$ cat src/rtl/sobel_mag.sv
// Sobel gradient magnitude stage: |gx|+|gy| saturated to 8 bits, border
// suppression, per-frame latched edge threshold and frame position flags.
// Two registered stages share one enable, so a stalled output freezes the
// whole pipeline.
module sobel_mag #(
    parameter int IMG_W = 640,
    parameter int IMG_H = 480
) (
    input  logic               clk,
    input  logic               rst,
    input  logic signed [15:0] gx_in,
    input  logic signed [15:0] gy_in,
    input  logic               in_valid,
    output logic               in_ready,
    input  logic [7:0]         thresh,
    output logic [7:0]         mag_out,
    output logic               edge_out,
    output logic               sof_out,
    output logic               eol_out,
    output logic               eof_out,
    output logic               out_valid,
    input  logic               out_ready
);

    localparam int DATA_W = 16;
    localparam int COL_W  = (IMG_W > 1) ? $clog2(IMG_W) : 1;
    localparam int ROW_W  = (IMG_H > 1) ? $clog2(IMG_H) : 1;

    // Absolute value widened by one bit so that -32768 maps to 32768.
    function automatic logic [DATA_W:0] abs_ext(input logic signed [DATA_W-1:0] v);
        logic signed [DATA_W:0] w;
        w = {v[DATA_W-1], v};
        if (w < 0) begin
            return unsigned'(-w);
        end
        return unsigned'(w);
    endfunction

    // Clamp the 18-bit magnitude sum to the 8-bit output range.
    function automatic logic [7:0] sat8(input logic [DATA_W+1:0] s);
        if (s > (DATA_W+2)'(255)) begin
            return 8'hFF;
        end
        return s[7:0];
    endfunction

    logic             en;
    logic             accept;
    logic [COL_W-1:0] col;
    logic [ROW_W-1:0] row;
    logic [7:0]       thr_lat;
    logic             first_px;
    logic             last_col;
    logic             last_row;
    logic             border;
    logic [7:0]       thr_eff;

    logic              vld_p1;
    logic [DATA_W:0]   abs_gx_p1;
    logic [DATA_W:0]   abs_gy_p1;
    logic [7:0]        thr_p1;
    logic              border_p1;
    logic              sof_p1;
    logic              eol_p1;
    logic              eof_p1;

    logic [DATA_W+1:0] sum_p1;
    logic [7:0]        mag_sat;
    logic [7:0]        mag_nxt;
    logic              edge_nxt;

    logic              vld_p2;
    logic [7:0]        mag_p2;
    logic              edge_p2;
    logic              sof_p2;
    logic              eol_p2;
    logic              eof_p2;

    assign en       = !vld_p2 || out_ready;
    assign in_ready = en;
    assign accept   = in_valid && en;

    assign first_px = (col == '0) && (row == '0);
    assign last_col = (col == COL_W'(IMG_W - 1));
    assign last_row = (row == ROW_W'(IMG_H - 1));
    assign border   = (col == '0) || (row == '0) || last_col || last_row;
    // The frame's first pixel already uses the threshold it latches.
    assign thr_eff  = first_px ? thresh : thr_lat;

    // Pixel position counters and per-frame threshold, stepped on accepted beats.
    always_ff @(posedge clk or posedge rst) begin
        if (rst) begin
            col     <= '0;
            row     <= '0;
            thr_lat <= '0;
        end else if (accept) begin
            if (last_col) begin
                col <= '0;
                row <= last_row ? '0 : row + 1'b1;
            end else begin
                col <= col + 1'b1;
            end
            if (first_px) begin
                thr_lat <= thresh;
            end
        end
    end

    // ---- stage p1: absolute values and position flags ----
    // Stage-1 valid advances whenever the pipeline is enabled.
    always_ff @(posedge clk or posedge rst) begin
        if (rst) begin
            vld_p1 <= 1'b0;
        end else if (en) begin
            vld_p1 <= in_valid;
        end
    end

    // Stage-1 data captured with each accepted beat.
    always_ff @(posedge clk) begin
        if (accept) begin
            abs_gx_p1 <= abs_ext(gx_in);
            abs_gy_p1 <= abs_ext(gy_in);
            thr_p1    <= thr_eff;
            border_p1 <= border;
            sof_p1    <= first_px;
            eol_p1    <= last_col;
            eof_p1    <= last_col && last_row;
        end
    end

    // Magnitude, saturation, border suppression and threshold compare.
    always_comb begin
        sum_p1   = {1'b0, abs_gx_p1} + {1'b0, abs_gy_p1};
        mag_sat  = sat8(sum_p1);
        mag_nxt  = border_p1 ? 8'd0 : mag_sat;
        edge_nxt = !border_p1 && (mag_sat >= thr_p1);
    end

    // ---- stage p2: registered outputs ----
    // Output register, held while downstream stalls.
    always_ff @(posedge clk or posedge rst) begin
        if (rst) begin
            vld_p2  <= 1'b0;
            mag_p2  <= '0;
            edge_p2 <= 1'b0;
            sof_p2  <= 1'b0;
            eol_p2  <= 1'b0;
            eof_p2  <= 1'b0;
        end else if (en) begin
            vld_p2  <= vld_p1;
            mag_p2  <= mag_nxt;
            edge_p2 <= edge_nxt;
            sof_p2  <= sof_p1;
            eol_p2  <= eol_p1;
            eof_p2  <= eof_p1;
        end
    end

    assign out_valid = vld_p2;
    assign mag_out   = mag_p2;
    assign edge_out  = edge_p2;
    assign sof_out   = sof_p2;
    assign eol_out   = eol_p2;
    assign eof_out   = eof_p2;

endmodule

$ cat config.mk
export PLATFORM = sky130hd
export DESIGN_NAME = sobel_mag
export DESIGN_NICKNAME = d
export VERILOG_FILES = /design/src/rtl/sobel_mag.sv
export SDC_FILE = /design/constraint.sdc
export NUM_CORES = 1
export LEC_CHECK = 0
export ABC_AREA = 1
export CORE_ASPECT_RATIO = 1.25
export CORE_UTILIZATION = 57
export CTS_CLUSTER_DIAMETER = 150
export DETAILED_ROUTE_END_ITERATION = 16
export GPL_ROUTABILITY_DRIVEN = 0
export PLACE_DENSITY = 0.78
export SYNTH_ARGS = -nofsm -noshare
export SYNTH_HDL_FRONTEND = slang
export SYNTH_SLANG_ARGS = --single-unit
$ cat constraint.sdc
create_clock -name clk -period 3.45 [get_ports clk]
set_clock_uncertainty 0.2 [all_clocks]
set_input_delay 0.8625 -clock clk [delete_from_list [all_inputs] [get_ports clk]]
set_output_delay 0.8625 -clock clk [all_outputs]
set_load 0.05 [all_outputs]
; Word-level counts from Yosys, hierarchy flattened
; Cells that the tools add are included.
; Widths: inputs -> output; s select.
[op_classes]
n_addsub = 5
n_mul = 0
div_mod_pow = 0
magnitude_cmp = 4
n_eq_ne = 2
shifts = 0
mux = 15
n_bitwise = 0
reduce_logical = 13
[op_table]
columns = op, count
row1 = $mux 17, 4
row2 = $neg 16->17, 2
row3 = $lt 16x1->1 const B, 2
row4 = $mux 8, 4
row5 = $add 17x17->18, 1
row6 = $gt 18x8->1 const B, 1
row7 = $add 10x1->10 const B, 1
row8 = $eq 10x10->1 const B, 1
row9 = $logic_not 10->1, 1
row10 = $mux 10, 1
row11 = $add 9x1->9 const B, 1
row12 = $eq 9x9->1 const B, 1
row13 = $logic_not 9->1, 1
row14 = $mux 9, 1
row15 = $ge 8x8->1, 1
row16 = $mux 1, 5
row17 = $logic_and 1x1->1, 4
row18 = $logic_or 1x1->1, 4
row19 = $logic_not 1->1, 2
row20 = $reduce_and 2->1, 1
[word_totals]
regBits = 87
latch_bits = 0
ram_bits = 0
romBits = 0
input_bits = 44
output_inout_bits = 14
word_cells = 56
n_memories = 0

; Longest topological paths before layout
[logic_depth]
word_depth = 6
mapped_depth = 22
depth_no_buf = 22

; Least setup slack after synthesis
; No wires, ideal clock.
[synth_timing]
path_kind = input port to flip-flop
from = input port in_valid
to = register abs_gx_p1[0] (enable)
setup_ns = 0.426
t_arrival_ns = 2.489
required_time_ns = 2.824
slack_ns = 0.335
cell_stages = 3
path_buffers = 1
path_cell_list = inv_1 > nor2_4 > clkbuf_1
[synth_via]
elab_chain_len = 1
[synth_lines]
columns = element, line_no
row1 = start: declaration, 13  ; input logic in_valid,
row2 = $logic_and 1x1->1, 81  ; assign accept = in_valid && en;
row3 = net accept, 48  ; logic accept;
row4 = end signal: assignment, 122  ; abs_gx_p1 <= abs_ext(gx_in);
row5 = end: declaration, 59  ; logic [DATA_W:0] abs_gx_p1;
; The timed path passes the listed nets, and every way through them passes these cells.
; A chain may end at the register's enable or synchronous reset.

; Worst setup path in the final report
[layout_timing]
from = register abs_gx_p1[0]
to = register edge_p2 (netlist: edge_out)
[layout_via]
elab_chain_len = 6
[layout_lines]
columns = element, line_no
row1 = $add 17x17->18 (*), 134  ; sum_p1 = {1'b0, abs_gx_p1} + {1'b0, abs_gy_p1};
row2 = $gt 18x8->1, 41  ; if (s > (DATA_W+2)'(255)) begin
row3 = $mux 1, 41
row4 = $mux 8 (*), 44  ; return s[7:0];
row5 = $ge 8x8->1 (*), 137  ; edge_nxt = !border_p1 && (mag_sat >= thr_p1);
row6 = $logic_and 1x1->1 (*), 137
row7 = end signal: assignment, 153  ; edge_p2 <= edge_nxt;
row8 = end: declaration, 74  ; logic edge_p2;
; Every way passes the cells marked *; elsewhere a longest branch is shown, timed or not.

==> impl_metrics.ini <==
[setup_path]
crit_family = simple AND/OR/NAND/NOR gates
startpoint_type = flip-flop
worstPathMaxFanout = 8
reg2reg_setup_slack_ps = 50
end_kind = flip-flop
critical_path_class = flip-flop to flip-flop
path_buf_inv = 3
cpPeakStageDelay_ps = 380
cpMostUsedCell = nand2_1
cp_slowest_cell = fa_2
crit_chain = ha_2 > inv_1 > fa_2 > inv_2 > nand2_2 > a21oi_2 > nand2_1 > nand4_1 > nand2_1 > nor2_1 > nand2_1 > nor2_4 > buf_12 > nand3_2 > ha_4 > a21oi_1 > o21ai_1 > nand2_1 > o2111ai_1 > a22o_1
arrival_ps = 3440
worst-endpoint-required_ps = 3480

[routing]
via_per_inst = 5.34
antenna_left = 0
drtIter0Drc = 307
drc = 0
routed_wl_um = 12300
drt_pre_antenna_iters = 5
vias = 4568
routedWlPerCell_um = 14.4

[synth]
post-synth-top-area-cell = edfxtp_1
synth_area_leaders = edfxtp_1 26%, dfrtp_1 19%, nand2_1 12%
synthesis.area_sq_mm = 0.00533
ys_types = 34
synth_edf_count = 46
yosys_warnings = 0
seq_area_frac_synth = 0.452
synth_top_area_share = 0.259
synthCells = 653
async_reset_ff_frac = 0.471
yosys_most_used_dff = edfxtp_1
synth-seq-cells = 87
avgSynthCellArea_sq_um = 8.16

[placed_design]
hpwlAfterDp_um = 9220
dp.cells = 833
io_buffers = 57

[hold_path]
hp-class = flip-flop to flip-flop

[cells_and_area]
diodes = 0
final.fill_count = 670
area_growth_pct = 23.5
layout_commonest_cell = nand2_1
nNetsFinal = 803
final_cell_mix = 171 x nand2_1, 104 x inv_1, 56 x clkdlybuf4s50_1, 46 x edfxtp_1, 42 x nor2_1
final_layout_size_suffix_gt1_frac = 0.109
stdcell_count = 855

[clock_tree]
numCtsBuffers = 9
clk_latency_ps = 350
cts_sinks = 87
ctsHoldBuffers = 0
clk_transition_reported_paths_ps = 70
htree_num_levels = 3
cts_buffer_depth = 2
cts_root_buf = clkbuf_16
cts_tree = yes

[floorplan]
die_h_um = 110
die_w_um = 88.5
dieArea_sq_mm = 0.00974
num_rows = 39
initial_core_util = 0.584
io_pins = 58
core_sq_mm = 0.00913

[grt]
grt-ovfl-total = 0
grt_use_met3 = 0.0350
antenna_found_initial = 0
grt_util_all_layers = 0.261
grt_pass1_wl_um = 19300
grt_util_met2 = 0.455
grt_pass1_vias = 4326
grt_use_met1 = 0.314
grt.busiest_layer = met2
grt_max_degree = 68

[flow_run]
drv_cap = 0

[sta]
setup_viol = 0
worstMarginPinSlew_ps = 518
fin_hold_ws_ps = 246
maxSlewViolCount = 0
post-route-min-period_ps = 3400
finalCritPeriodShare = 0.987
maxSlewHeadroom = 0.652
timing.fmax_mhz = 294
hold_violations = 0
tns_ps = 0

[pwr]
power.density_mw_per_mm2 = 481
finalPower_mw = 3.16
irDropWorstVdd_mv = 0.330
p_leak_nw = 3.03

[outcome]
status = complete, no violations
[worst min-delay path, stage by stage, from the launching register on]
cell and delay [ps]:
edfxtp_1 320, nand2_1 50, nand2_1 40
[cells in the mapped netlist, types with 2 or more instances]
cell type,n
nor4_1,5
a21oi_2,4
clkbuf_1,4
dfrtp_1,41
edfxtp_1,46
nand3b_1,3
xnor2_1,14
nand2_2,6
o21ai_0,33
xor2_1,24
nand4_1,9
nand3_1,35
inv_1,105
nand3_2,2
nand2_1,174
inv_2,6
nor2_2,5
o21ai_1,2
nor2_1,43
or2_2,2
nor3_1,26
a21oi_1,19
nor2_4,4
ha_1,31
[cells by family (layout without fill, tap and decap cells)]
logic type,count (synthesis),in the layout,synth area share
buffers and inverters,117,195,0.0831
XOR/XNOR,38,38,0.0625
AND/OR/NAND/NOR,315,315,0.260
other,1,2,0.000704
adder cells (fa/ha/maj),32,32,0.0766
flip-flops,87,87,0.452
AO/OA/AOI/OAI,63,63,0.0651
[per-layer routing]
layer,share of wire,vias up
met2,0.51,121
met4,0.031,0
li1,-,2252
met3,0.034,32
met5,0,-
met1,0.43,2163
[layout make-up]
cell class | instances | area (sq um) | share of cell area
Clock inverter | 6 | 43.8 | 0.00666
Timing Repair Buffer | 68 | 696 | 0.106
Inverter | 111 | 417 | 0.0633
Tap cell | 123 | 154 | 0.0234
Sequential cell | 87 | 2410 | 0.366
Multi-Input combinational cell | 450 | 2630 | 0.400
Clock buffer | 10 | 229 | 0.0348
[sequential cells by signal (all words and copies together), names as in the netlist, 8 cells and up]
signal,count
abs_gx_p1,17
abs_gy_p1,17
col,10
row,9
mag_out,8
thr_lat,8
thr_p1,8
[worst paths after layout]
path	startpoint	endpoint	depth (start not counted)
setup / recovery	abs_gx_p1[0]	edge_out	20
hold / removal	eof_p1	eof_out	2
setup reg to reg	abs_gx_p1[0]	edge_out	20
hold reg to reg	eof_p1	eof_out	2
max in group asynchronous	rst	row[4]	3
min in group asynchronous	rst	col[0]	3
[metrics by stage]
| step | worst slack, ps | utilization | instance area [sq um] |
|---|---|---|---|
| 2_1_floorplan | 335 | - | 5330 |
| 3_3_place_gp | 301 | 0.666 | 6080 |
| 3_5_place_dp | 95.1 | 0.666 | 6080 |
| 4_1_cts | 86.5 | 0.696 | 6350 |
| 5_1_grt | -131 | 0.721 | 6580 |
| 6_report | 45.2 | 0.721 | 6580 |
[timing repair]
action | in CTS | in global routing
setup buffers | 0 | 6
endpoints found under the hold margin | 0 | 0
gates resized for setup | 0 | 28
endpoints found under the setup margin | 0 | 1
[report_power, final]
| group | leakage [nW] | internal, mW | total (mW) | switching, mW |
|---|---|---|---|---|
| combinational | 1.96 | 0.348 | 0.926 | 0.578 |
| sequential | 0.932 | 1.26 | 1.34 | 0.0747 |
| clock | 0.135 | 0.493 | 0.902 | 0.409 |
(Power assumes the default switching activity.)
